[src/rtl/five_stage_pkg.sv]
// Shared types for the five-stage core: bypass select encodings and the
// hazard unit's per-stage scoreboard entry.
package five_stage_pkg;

  localparam logic [1:0] BYP_REGFILE   = 2'b00;
  localparam logic [1:0] BYP_EXECUTE   = 2'b01;
  localparam logic [1:0] BYP_MEMORY    = 2'b10;
  localparam logic [1:0] BYP_WRITEBACK = 2'b11;

  typedef struct packed {
    logic       valid;
    logic [4:0] rd;
    logic       reg_write;
    logic       load;
    logic       mem;
  } sb_entry_t;

  // Entry will write the given source register.
  function automatic logic sb_writes(input sb_entry_t e, input logic [4:0] rs);
    return e.valid && e.reg_write && (e.rd == rs);
  endfunction

  // Entry is a load whose result the given source register still waits for.
  function automatic logic sb_load_hit(input sb_entry_t e, input logic [4:0] rs);
    return e.valid && e.load && (e.rd == rs);
  endfunction

endpackage

[src/rtl/hazard_bypass_select.sv]
// Priority match of one decode source against the EX/MEM/WB scoreboard
// entries; also flags a pending load in EX or MEM that the source needs.
module hazard_bypass_select
  import five_stage_pkg::*;
(
  input  logic [4:0] rs,
  input  logic       used,
  input  sb_entry_t  ex,
  input  sb_entry_t  mem,
  input  sb_entry_t  wb,
  output logic [1:0] sel,
  output logic       load_hit
);

  always_comb begin
    sel      = BYP_REGFILE;
    load_hit = 1'b0;
    if (used && (rs != 5'd0)) begin
      if (sb_writes(ex, rs)) begin
        sel = BYP_EXECUTE;
      end else if (sb_writes(mem, rs)) begin
        sel = BYP_MEMORY;
      end else if (sb_writes(wb, rs)) begin
        sel = BYP_WRITEBACK;
      end
      load_hit = sb_load_hit(ex, rs) || sb_load_hit(mem, rs);
    end
  end

endmodule

[src/rtl/five_stage_hazard_unit.sv]
// Hazard and forwarding controller: shadow scoreboard, bypass selects, load-use
// stalls, memory-wait freezes and redirect flushes. HAZARD_STATS_EN adds counters.
module five_stage_hazard_unit
  import five_stage_pkg::*;
#(
  parameter int          CORE       = 0,
  parameter int unsigned STAT_WIDTH = 32
) (
  input  logic                  clock,
  input  logic                  reset,
  input  logic                  id_valid,
  input  logic [4:0]            id_rs1,
  input  logic [4:0]            id_rs2,
  input  logic                  id_rs1_used,
  input  logic                  id_rs2_used,
  input  logic [4:0]            id_rd,
  input  logic                  id_reg_write,
  input  logic                  id_mem_read,
  input  logic                  id_mem_access,
  input  logic                  ex_redirect,
  input  logic                  dmem_ready,
  output logic [1:0]            rs1_data_bypass,
  output logic [1:0]            rs2_data_bypass,
  output logic                  stall_fetch,
  output logic                  stall_decode,
  output logic                  stall_execute,
  output logic                  stall_memory,
  output logic                  flush_decode,
  output logic                  flush_execute,
  output logic [STAT_WIDTH-1:0] stall_cycles,
  output logic [STAT_WIDTH-1:0] flush_cycles
);

  sb_entry_t ex_q, mem_q, wb_q;
  sb_entry_t ex_d, mem_d, wb_d;
  logic      rs1_load_hit, rs2_load_hit;
  logic      freeze, redirect, load_use;

  hazard_bypass_select u_rs1_select (
    .rs       (id_rs1),
    .used     (id_rs1_used),
    .ex       (ex_q),
    .mem      (mem_q),
    .wb       (wb_q),
    .sel      (rs1_data_bypass),
    .load_hit (rs1_load_hit)
  );

  hazard_bypass_select u_rs2_select (
    .rs       (id_rs2),
    .used     (id_rs2_used),
    .ex       (ex_q),
    .mem      (mem_q),
    .wb       (wb_q),
    .sel      (rs2_data_bypass),
    .load_hit (rs2_load_hit)
  );

  // Redirect is gated by reset so flushes drop immediately on an async reset.
  always_comb begin
    freeze   = mem_q.valid && mem_q.mem && !dmem_ready;
    redirect = reset && ex_redirect && !freeze;
    load_use = !freeze && !redirect && (rs1_load_hit || rs2_load_hit);

    stall_fetch   = freeze || load_use;
    stall_decode  = freeze || load_use;
    stall_execute = freeze;
    stall_memory  = freeze;
    flush_decode  = redirect;
    flush_execute = redirect;
  end

  always_comb begin
    ex_d  = ex_q;
    mem_d = mem_q;
    wb_d  = wb_q;
    if (!freeze) begin
      wb_d  = mem_q;
      mem_d = ex_q;
      if (redirect || load_use) begin
        ex_d = '0;
      end else begin
        ex_d = '{valid:     id_valid,
                 rd:        id_rd,
                 reg_write: id_reg_write,
                 load:      id_mem_read,
                 mem:       id_mem_access};
      end
    end
  end

  always_ff @(posedge clock or negedge reset) begin
    if (!reset) begin
      ex_q  <= '0;
      mem_q <= '0;
      wb_q  <= '0;
    end else begin
      ex_q  <= ex_d;
      mem_q <= mem_d;
      wb_q  <= wb_d;
    end
  end

`ifdef HAZARD_STATS_EN
  logic [STAT_WIDTH-1:0] stall_cnt_q, flush_cnt_q;

  always_ff @(posedge clock or negedge reset) begin
    if (!reset) begin
      stall_cnt_q <= '0;
      flush_cnt_q <= '0;
    end else begin
      if (stall_decode && (stall_cnt_q != '1)) stall_cnt_q <= stall_cnt_q + STAT_WIDTH'(1);
      if (flush_decode && (flush_cnt_q != '1)) flush_cnt_q <= flush_cnt_q + STAT_WIDTH'(1);
    end
  end

  assign stall_cycles = stall_cnt_q;
  assign flush_cycles = flush_cnt_q;
`else
  assign stall_cycles = '0;
  assign flush_cycles = '0;
`endif

  // A squashed decode instruction must never also be held.
  assert property (@(posedge clock) disable iff (!reset) !(stall_decode && flush_decode))
    else $error("hazard unit core %0d: stall and flush together", CORE);

endmodule

[config.mk]
export PLATFORM = sky130hd
export DESIGN_NAME = five_stage_hazard_unit
export DESIGN_NICKNAME = d
export VERILOG_FILES = /design/src/rtl/five_stage_pkg.sv /design/src/rtl/hazard_bypass_select.sv /design/src/rtl/five_stage_hazard_unit.sv
export SDC_FILE = /design/constraint.sdc
export NUM_CORES = 1
export LEC_CHECK = 0
export ABC_AREA = 1
export CORE_MARGIN = 1.5
export CORE_UTILIZATION = 25
export DETAILED_ROUTE_END_ITERATION = 10
export SKIP_LAST_GASP = 1
export SYNTH_ARGS = -nofsm -noshare
export SYNTH_HDL_FRONTEND = slang
export SYNTH_SLANG_ARGS = --single-unit
[constraint.sdc]
create_clock -name clock -period 1.8 [get_ports clock]
set_input_delay 0.27 -clock clock [delete_from_list [all_inputs] [get_ports clock]]
set_output_delay 0.27 -clock clock [all_outputs]
set_load 0.05 [all_outputs]
==> results by stage, run 1 <==
CTS:
- The insertion delay of the later-clocked pin in the worst-skew pair is 280 ps.
- The tree is rooted in a sky130_fd_sc_hd__clkbuf_8.
- The level count of the clock H-tree is 1.
- For this design, the sink count on the clock tree is 25.
- TritonCTS built the clock tree.
- The number of buffers created by CTS is 3.
- After clock tree synthesis, the clock-pin slew on the worst setup and hold paths is 100 ps.
- The maximum number of buffers from clock root to sink is 2.

Placement:
- The number of input and output port buffers inserted is 34.
- The global placer's final weighted congestion is 0.903.
- The sum of net half-perimeters after detailed placement is 4000 um.

Synthesis:
- sky130_fd_sc_hd__nand2_1 is the most common cell in the netlist.
- By count the netlist is led by sky130_fd_sc_hd__nand2_1, sky130_fd_sc_hd__buf_4, sky130_fd_sc_hd__dfrtp_1, sky130_fd_sc_hd__inv_1, sky130_fd_sc_hd__nor2_1.
- The commonest register cell after synthesis is sky130_fd_sc_hd__dfrtp_1.
- The count of mapped cells out of synthesis is 296.
- The share of flip-flops with an asynchronous set or reset is 100%.
- The cell area that synthesis handed to floorplanning was 2110 um2.
- The share of the Yosys chip area taken by registers is 29.7%.
- The area share of the largest cell type after synthesis is 29.7%.
- The synthesized area per cell is 7.12 um2.
- The number of enable flip-flop cells after synthesis is 0.
- The number of different library cells used by synthesis comes to 28.
- By area the synthesized netlist is led by sky130_fd_sc_hd__dfrtp_1, sky130_fd_sc_hd__buf_4, sky130_fd_sc_hd__nand2_1, sky130_fd_sc_hd__inv_1, sky130_fd_sc_hd__o21ai_0.
- The synthesized design contains 25 register bits.
- The Yosys step of the flow raised 0 warnings.
- The dominant cell type by area after synthesis is sky130_fd_sc_hd__dfrtp_1.

Pwr:
- The switching power is 0.864 mW.
- The combinational cell fraction of total power is 44.4%.
- For this design the static power due to leakage is 1.41 nW.
- Of the total power, the clock network draws 18.1%.
- The peak supply drop is 0.000280 V.
- The total power is 1.92 mW.
- Of the total power, the share spent switching nets is 45.0%.
- The cell area power density is 702 nW/um2.
- The internal power is 1.05 mW.
- The relative contribution of sequential cells to total power is 37.5%.

STA:
- Setup repair after global routing could not meet its margin everywhere.
- The fmax is 488 MHz.
- The final number of setup-violating endpoints is 6.
- The clock arrives with 12.4 ps of skew.
- The number of endpoints with negative hold slack in the final report is 0.
- The final period demand of the worst path is 2050 ps.
- The final-layout setup total negative slack is -1430 ps.
- Hold timing on the final database bottoms out at a slack of 476 ps.
- The count of pins over their slew limit is 0.
- The worst path uses 114% of the clock period.
- After layout, the worst setup slack is -248 ps.

Drt:
- The total number of vias is 1834.
- For this run, design rule violations remaining after detail routing come to 0.
- Before antenna repair, the detailed router went through 4 iterations.
- The routed wirelength normalized by instance count is 10.8 um.
- For this block, the initial DRC count from the detailed router was 94.
- After detailed routing, the number of vias per cell comes to 4.00.
- The routed wire length is 4940 um.
- The count of nets left with antenna violations after detail routing is 0.

Worst hold path:
- The worst hold path begins at ex_q[0]$_DFFE_PN0N_.
- For hold timing, the worst endpoint is mem_q[0]$_DFFE_PN0N_.
- The worst hold path class is register to register.
- Along the worst hold path, the cell count comes to 1.

Final layout:
- The antenna diode count is 0.
- Of the cells placed in the final design, the portion with a size suffix greater than 1 is 23.7%.
- The layout-stage area growth over the synthesis result is 29.6%.
- After the last flow step, the layout net total stands at 380.

Critical path:
- For flop-to-flop paths, the worst setup slack is 210 ps.
- The maximum fanout count along the critical path is 4.
- The cell count of the worst reg-to-reg path is 9.
- The endpoint type of the worst setup path is an output pin.
- The reg-to-reg startpoint is ex_q[4]$_DFFE_PN0N_.
- Traced cell by cell, the critical path runs through or2_1, a21oi_2, nand3_1, nor2_2, inv_2, a21oi_4, buf_12.
- The critical path required time is 1530 ps.
- For this run, the slowest stage of the critical path takes 410 ps.
- The worst register-to-register path ends at ex_q[5]$_DFFE_PN0N_.
- The critical path data arrival time is 1780 ps.
- Among cell families on the critical path, the largest total delay comes from simple AND/OR/NAND/NOR gates.
- The startpoint type of the worst setup path is a register.
- The setup path with the least slack is of type register to output pin.
- The number of buffer and inverter instances along the worst setup path is 2.
- The highest-delay cell along the critical path is sky130_fd_sc_hd__dfrtp_1.

Global route:
- The maximum number of pins on one net before global-route repair is 26.
- The number of antenna violations at the first check in global routing is 0.
- The first global-routing pass estimated 7760 um of wire.
- The total overflow left after global routing is 0.
- The total global routing track utilization is 11.3%.
- The via count of the first global-routing pass came to 1691.

Run status:
- The final reports fail on setup timing.
- The run finished, with violations left.

Flow run:
- Max-cap violations in this run came to 0.

Die:
- The core outline area is 8180 um2.
- The die is 94.8 um tall.
- The I/O pin count is 99.
- The initial cell density of the core is 25.8%.
- The row count is 33.
- The die covers 8990 um2.
- The die extent in x is 94.8 um.
[worst max-delay path by stage]
stage                               startpoint                  to  slack (ps)  depth (start not counted)
final                      ex_q[4]$_DFFE_PN0N_  rs1_data_bypass[0]        -250                          7
after global routing      mem_q[4]$_DFFE_PN0N_        stall_decode        -340                         10
after CTS                 mem_q[4]$_DFFE_PN0N_  rs2_data_bypass[1]        -260                         10
after detailed placement             id_rs2[0]  rs2_data_bypass[1]        -450                         11
after global placement               id_rs2[1]  rs2_data_bypass[1]        -420                         11
after floorplan           mem_q[8]$_DFFE_PN0N_       flush_execute        -180                          5
[cells in the final DEF (no fill, tap or decap), types with 5 or more instances in the layout]
cell type,synthesis,routed
sky130_fd_sc_hd__nor2_2,1,9
sky130_fd_sc_hd__inv_1,22,19
sky130_fd_sc_hd__o21ai_0,14,12
sky130_fd_sc_hd__conb_1,1,64
sky130_fd_sc_hd__nand2_1,81,81
sky130_fd_sc_hd__buf_4,67,28
sky130_fd_sc_hd__dfrtp_1,25,22
sky130_fd_sc_hd__nor2_1,17,8
sky130_fd_sc_hd__nand4_1,11,11
sky130_fd_sc_hd__dlygate4sd2_1,0,10
sky130_fd_sc_hd__nand2_4,3,5
sky130_fd_sc_hd__inv_2,6,9
sky130_fd_sc_hd__buf_12,0,9
sky130_fd_sc_hd__xnor2_1,8,6
sky130_fd_sc_hd__nand3_1,7,5
sky130_fd_sc_hd__clkdlybuf4s50_1,0,14
[layout make-up]
class / count / area (um2)
clock buffers: 3 / 41.3
clock inverters: 1 / 5.00
fillers: 886 / 5440
inverters: 29 / 109
multi-input cells: 234 / 1170
flip-flops and latches: 25 / 629
well taps: 105 / 131
repair buffers: 62 / 643
[registers in the layout, indices dropped and copies added (netlist names)]
name / cells
wb_q: 7
mem_q: 9
ex_q: 9
[metrics by stage]
stage                     instances  utilization [%]  worst slack [ps]  cell area (um2)
after floorplan                 359                -              -177             2370
after global placement          447             31.4              -423             2570
after detailed placement        447             31.4              -447             2570
after CTS                       455             32.6              -263             2660
after global routing            459             33.4              -344             2730
final                           459             33.4              -248             2730
[kinds of logic after synthesis]
| group | synth area share [%] |
|---|---|
| AND/OR/NAND/NOR | 27.1 |
| AO/OA/AOI/OAI | 8.31 |
| other | 0.178 |
| buffers and inverters | 29.8 |
| flip-flops | 29.7 |
| XOR/XNOR | 4.99 |
[power groups by stage]
stage                     Sequential [mW]  Combinational, mW  Clock [mW]
after floorplan                     0.705              0.696           0
final                               0.719              0.852       0.348
after detailed placement            0.726              0.801           0
after CTS                           0.717              0.822       0.363
after global placement              0.724              0.790           0
after global routing                0.732              0.922       0.392
[repair_timing]
| action | CTS | global route |
|---|---|---|
| hold buffers | 0 | 0 |
| endpoints found under the setup margin | 6 | 10 |
| setup buffers | 4 | 5 |
| pin swaps | 11 | 14 |
| resized for setup | 18 | 16 |
[metal layers]
| layer | vias up | global-route usage, % | wire, um |
|---|---|---|---|
| li1 | 910 | - | - |
| met1 | 835 | 14.0 | 2170 |
| met2 | 78 | 19.6 | 2380 |
| met3 | 11 | 1.77 | 290 |
| met4 | 0 | 4.10 | 101 |
| met5 | - | 0 | 0 |
(Power assumes the default switching activity.)
==> inputs of run 2 (changes only) <==
- ABC_AREA: 1 -> not set
==> run 2 against run 1 <==
  * The run still ends with setup timing left
  * Worst hold slack got worse by 58 ps
  * Die area shrank 5.5%
  * Worst setup slack got worse by 290 ps
  * Final cell count shrank 7.8%
  * Synthesized cell count is 16% lower
  * Global-route usage about the same
  * Clock skew is 8.8 ps lower
  * Largest cell class unchanged
==> results by stage, run 2 <==
Drt:
- The routed wire length came to 4710 um (was 4940 um).
- The count of unresolved DRC violations after routing is 0 (unchanged).
- The DRC violation total after the first TritonRoute iteration came to 44 (was 94).
- The count of nets left with antenna violations after detail routing is 0 (unchanged).
- The detailed-routing iteration count for the pre-antenna-repair pass is 4 (unchanged).
- The routed wirelength normalized by instance count was 11.1 um (was 10.8 um).
- The mean number of vias per cell was 3.93 (was 4.00).
- The total number of vias is 1664 (was 1834).

Global route:
- The via count of the first global-routing pass was 1580 (was 1691).
- The maximum number of pins on one net before global-route repair was 26 (unchanged).
- The number of antenna violations at the first check in global routing is 0 (unchanged).
- The final global-route overflow total is 0 (unchanged).
- The global-route wire length before repair is 7560 um (was 7760 um).
- The total global routing track utilization was 11.3% (about the same).

CTS:
- The number of buffers created by CTS is 3 (unchanged).
- The maximum number of buffers from clock root to sink is 2 (unchanged).
- The clock-pin slew on the worst setup and hold paths was 80 ps (was 100 ps).
- The CTS tree is done (unchanged).
- The level count of the clock H-tree is 1 (unchanged).
- The CTS root buffer is sky130_fd_sc_hd__clkbuf_8 (unchanged).
- The clock net sink count is 25 (unchanged).
- The insertion delay of the later-clocked pin in the worst-skew pair is 260 ps (was 280 ps).
- The number of hold buffers added after CTS is 0 (unchanged).

Final layout:
- The most common cell after layout, fill and taps aside is sky130_fd_sc_hd__conb_1 (was sky130_fd_sc_hd__nand2_1).
- The number of filler instances in the final layout was 808 (was 886).
- Top flop regs: ex_q: 9 flops, mem_q: 9 flops, wb_q: 7 flops (unchanged).
- The share of cells above drive strength 1 was 31.5% (was 23.7%).
- The layout-stage area growth over the synthesis result was 42.2% (was 29.6%).
- The number of nets in the final layout is 347 (was 380).
- The antenna diode count is 0 (unchanged).
- The share of the core filled with cells in the final layout is 36.6% (was 33.4%).
- The number of standard cells in the layout, taps in and fillers out came to 423 (was 459).
- Most frequent cells in the layout: sky130_fd_sc_hd__conb_1, sky130_fd_sc_hd__nand2_1, sky130_fd_sc_hd__buf_4, sky130_fd_sc_hd__dfrtp_1, sky130_fd_sc_hd__xnor2_1 (was sky130_fd_sc_hd__nand2_1, sky130_fd_sc_hd__conb_1, sky130_fd_sc_hd__buf_4, sky130_fd_sc_hd__dfrtp_1, sky130_fd_sc_hd__inv_1).

Die:
- The I/O pin count was 99 (unchanged).
- The height of the die is 92.2 um (was 94.8 um).
- The row count is 32 (was 33).
- The core outline area is 7730 um2 (was 8180 um2).
- The area of the die came to 8500 um2 (was 8990 um2).
- The die extent in x is 92.2 um (was 94.8 um).
- The initial cell density of the core came to 25.7% (was 25.8%).

Synthesis:
- The number of storage elements in the synthesis netlist came to 25 (unchanged).
- List of most frequent post-synthesis cells: sky130_fd_sc_hd__buf_4, sky130_fd_sc_hd__nand2_1, sky130_fd_sc_hd__dfrtp_1, sky130_fd_sc_hd__xnor2_1, sky130_fd_sc_hd__nand3_1 (was sky130_fd_sc_hd__nand2_1, sky130_fd_sc_hd__buf_4, sky130_fd_sc_hd__dfrtp_1, sky130_fd_sc_hd__inv_1, sky130_fd_sc_hd__nor2_1).
- The dominant cell type by area after synthesis is sky130_fd_sc_hd__dfrtp_1 (unchanged).
- The number of warning messages in the yosys log is 0 (unchanged).
- The commonest register cell after synthesis is sky130_fd_sc_hd__dfrtp_1 (unchanged).
- The number of distinct library cells after synthesis was 28 (unchanged).
- The count of mapped cells out of synthesis is 249 (was 296).
- The share of flip-flops with an asynchronous set or reset is 100% (unchanged).
- The number of enable flip-flop cells after synthesis was 0 (unchanged).
- The part of the Yosys area used for sequential elements is 31.5% (was 29.7%).
- The synthesized area per cell is 7.98 um2 (was 7.12 um2).
- The total standard cell area after synthesis is 1990 um2 (was 2110 um2).
- The library cell with the highest instance count after synthesis is sky130_fd_sc_hd__buf_4 (was sky130_fd_sc_hd__nand2_1).
- Cells taking the most area after synthesis: sky130_fd_sc_hd__dfrtp_1, sky130_fd_sc_hd__buf_4, sky130_fd_sc_hd__nand2_1, sky130_fd_sc_hd__xnor2_1, sky130_fd_sc_hd__nand3_1 (was sky130_fd_sc_hd__dfrtp_1, sky130_fd_sc_hd__buf_4, sky130_fd_sc_hd__nand2_1, sky130_fd_sc_hd__inv_1, sky130_fd_sc_hd__o21ai_0).
- The area share of the largest cell type after synthesis came to 31.5% (was 29.7%).

Run status:
- Status: finished with violations (unchanged).
- Violated checks: setup timing (unchanged).

Placement:
- The number of cells in the design after placement was 413 (was 447).
- The number of input and output port buffers inserted is 34 (unchanged).
- The global placer's final weighted congestion is 0.810 (was 0.903).
- The post-place setup slack came to -939 ps (was -447 ps).
- The sum of net half-perimeters after detailed placement is 3680 um (was 4000 um).

STA:
- The final hold slack came to 418 ps (was 476 ps).
- RSZ-0062 raised after global routing: true (unchanged).
- The worst clock skew is 3.55 ps (was 12.4 ps).
- The number of endpoints with negative hold slack in the final report came to 0 (unchanged).
- The setup slack after layout came to -536 ps (was -248 ps).
- The fmax is 428 MHz (was 488 MHz).
- The count of pins over their slew limit came to 0 (unchanged).
- The final period demand of the worst path came to 2340 ps (was 2050 ps).
- The share of the clock period used by the worst path is 130% (was 114%).
- The final number of setup-violating endpoints was 15 (was 6).

Critical path:
- The critical path data arrival time is 2070 ps (was 1780 ps).
- The critical path required time is 1530 ps (about the same).
- The register-to-register path setup slack is -90 ps (was 210 ps).
- The type of the worst setup path is input port to output pin (was register to output pin).
- The maximum fanout count along the critical path is 2 (was 4).
- The endpoint type of the worst setup path is an output pin (unchanged).
- The startpoint type of the worst setup path is an input port (was register).

Pwr:
- The cell area power density came to 718 nW/um2 (was 702 nW/um2).
- The cell leakage power is 1.31 nW (was 1.41 nW).
- The total power is 2.03 mW (was 1.92 mW).
- The peak supply drop is 0.000330 V (was 0.000280 V).

Worst hold path:
- The worst hold path class is input port to async pin (was register to register).

Flow run:
- The max-cap violation count is 0 (unchanged).
[run 2: cell types whose count changed in the layout (fill, tap and decap cells not counted), moves of 8 or more]
cell,previous run,this run
sky130_fd_sc_hd__xnor2_1,6,22
sky130_fd_sc_hd__buf_6,0,13
sky130_fd_sc_hd__o21ai_0,12,2
sky130_fd_sc_hd__buf_4,28,39
sky130_fd_sc_hd__inv_2,9,1
sky130_fd_sc_hd__dlygate4sd2_1,10,2
sky130_fd_sc_hd__inv_1,19,1
sky130_fd_sc_hd__nand2_1,81,57
[run 2: worst paths after layout]
check	from	to	cells after the start
min in group clock	ex_q[0]$_DFFE_PN0N_	mem_q[0]$_DFFE_PN0N_	1
min reg2reg	ex_q[0]$_DFFE_PN0N_	mem_q[0]$_DFFE_PN0N_	1
max reg2reg	mem_q[7]$_DFFE_PN0N_	ex_q[2]$_DFFE_PN0N_	7
min	reset	ex_q[2]$_DFFE_PN0N_	2
max in group asynchronous	reset	mem_q[7]$_DFFE_PN0N_	2
max	id_rs2[1]	stall_decode	7
[run 2: cells by family after synthesis]
group	after synthesis	synth area share, %
simple gates	102	24.0
buf+inv	76	27.1
other cells	1	0.189
flops	25	31.5
xor+xnor	30	13.2
compound gates	15	4.09
[run 2: where the power goes]
| group | switching [mW] | total (mW) | leakage (nW) | internal (mW) |
|---|---|---|---|---|
| Clock | 0.165 | 0.323 | 0.0228 | 0.158 |
| Combinational | 0.608 | 0.982 | 0.980 | 0.374 |
| Sequential | 0.0854 | 0.724 | 0.308 | 0.639 |
| Total | 0.859 | 2.03 | 1.31 | 1.17 |
[run 2: cell type report]
cell class	count	area, um2	area share [%]
clock buffer	4	45.0	1.59
inverter	2	7.51	0.265
sequential	25	627	22.2
tap	102	128	4.51
timing repair buffer	79	748	26.5
multi-input combinational	211	1270	45.0
[run 2: layer usage]
layer  track usage [%]  wire (um)  share of wire (%)  vias up
met2              19.8       2360                 50       78
met1              14.6       2010                 43      761
met3              1.41        291                6.2        5
met5                 0          0                  0        -
met4              3.08         52                1.1        0
li1                  -          -                  -      820
[run 2: repair_timing]
action / 4_1_cts / 5_1_grt
resized for setup: 62 / 21
buffers inserted: 5 / 2
endpoints found under the hold margin: 0 / 0
pin swaps: 15 / 14
setup endpoints to repair: 15 / 15
[run 2: critical path, stage by stage]
cell                      delay, ps
sky130_fd_sc_hd__buf_6           90
sky130_fd_sc_hd__or4_4          550
sky130_fd_sc_hd__nor2_4         140
sky130_fd_sc_hd__nor4b_4         60
sky130_fd_sc_hd__or4_4          560
sky130_fd_sc_hd__a21o_4         240
sky130_fd_sc_hd__buf_8          150
[run 2: per-stage QoR]
step                setup TNS [ps]  area, um2
floorplan                     -978       2290
global placement             -9990       2520
detailed placement          -10100       2520
CTS                          -2330       2730
global route                 -4280       2830
finish                       -3270       2830
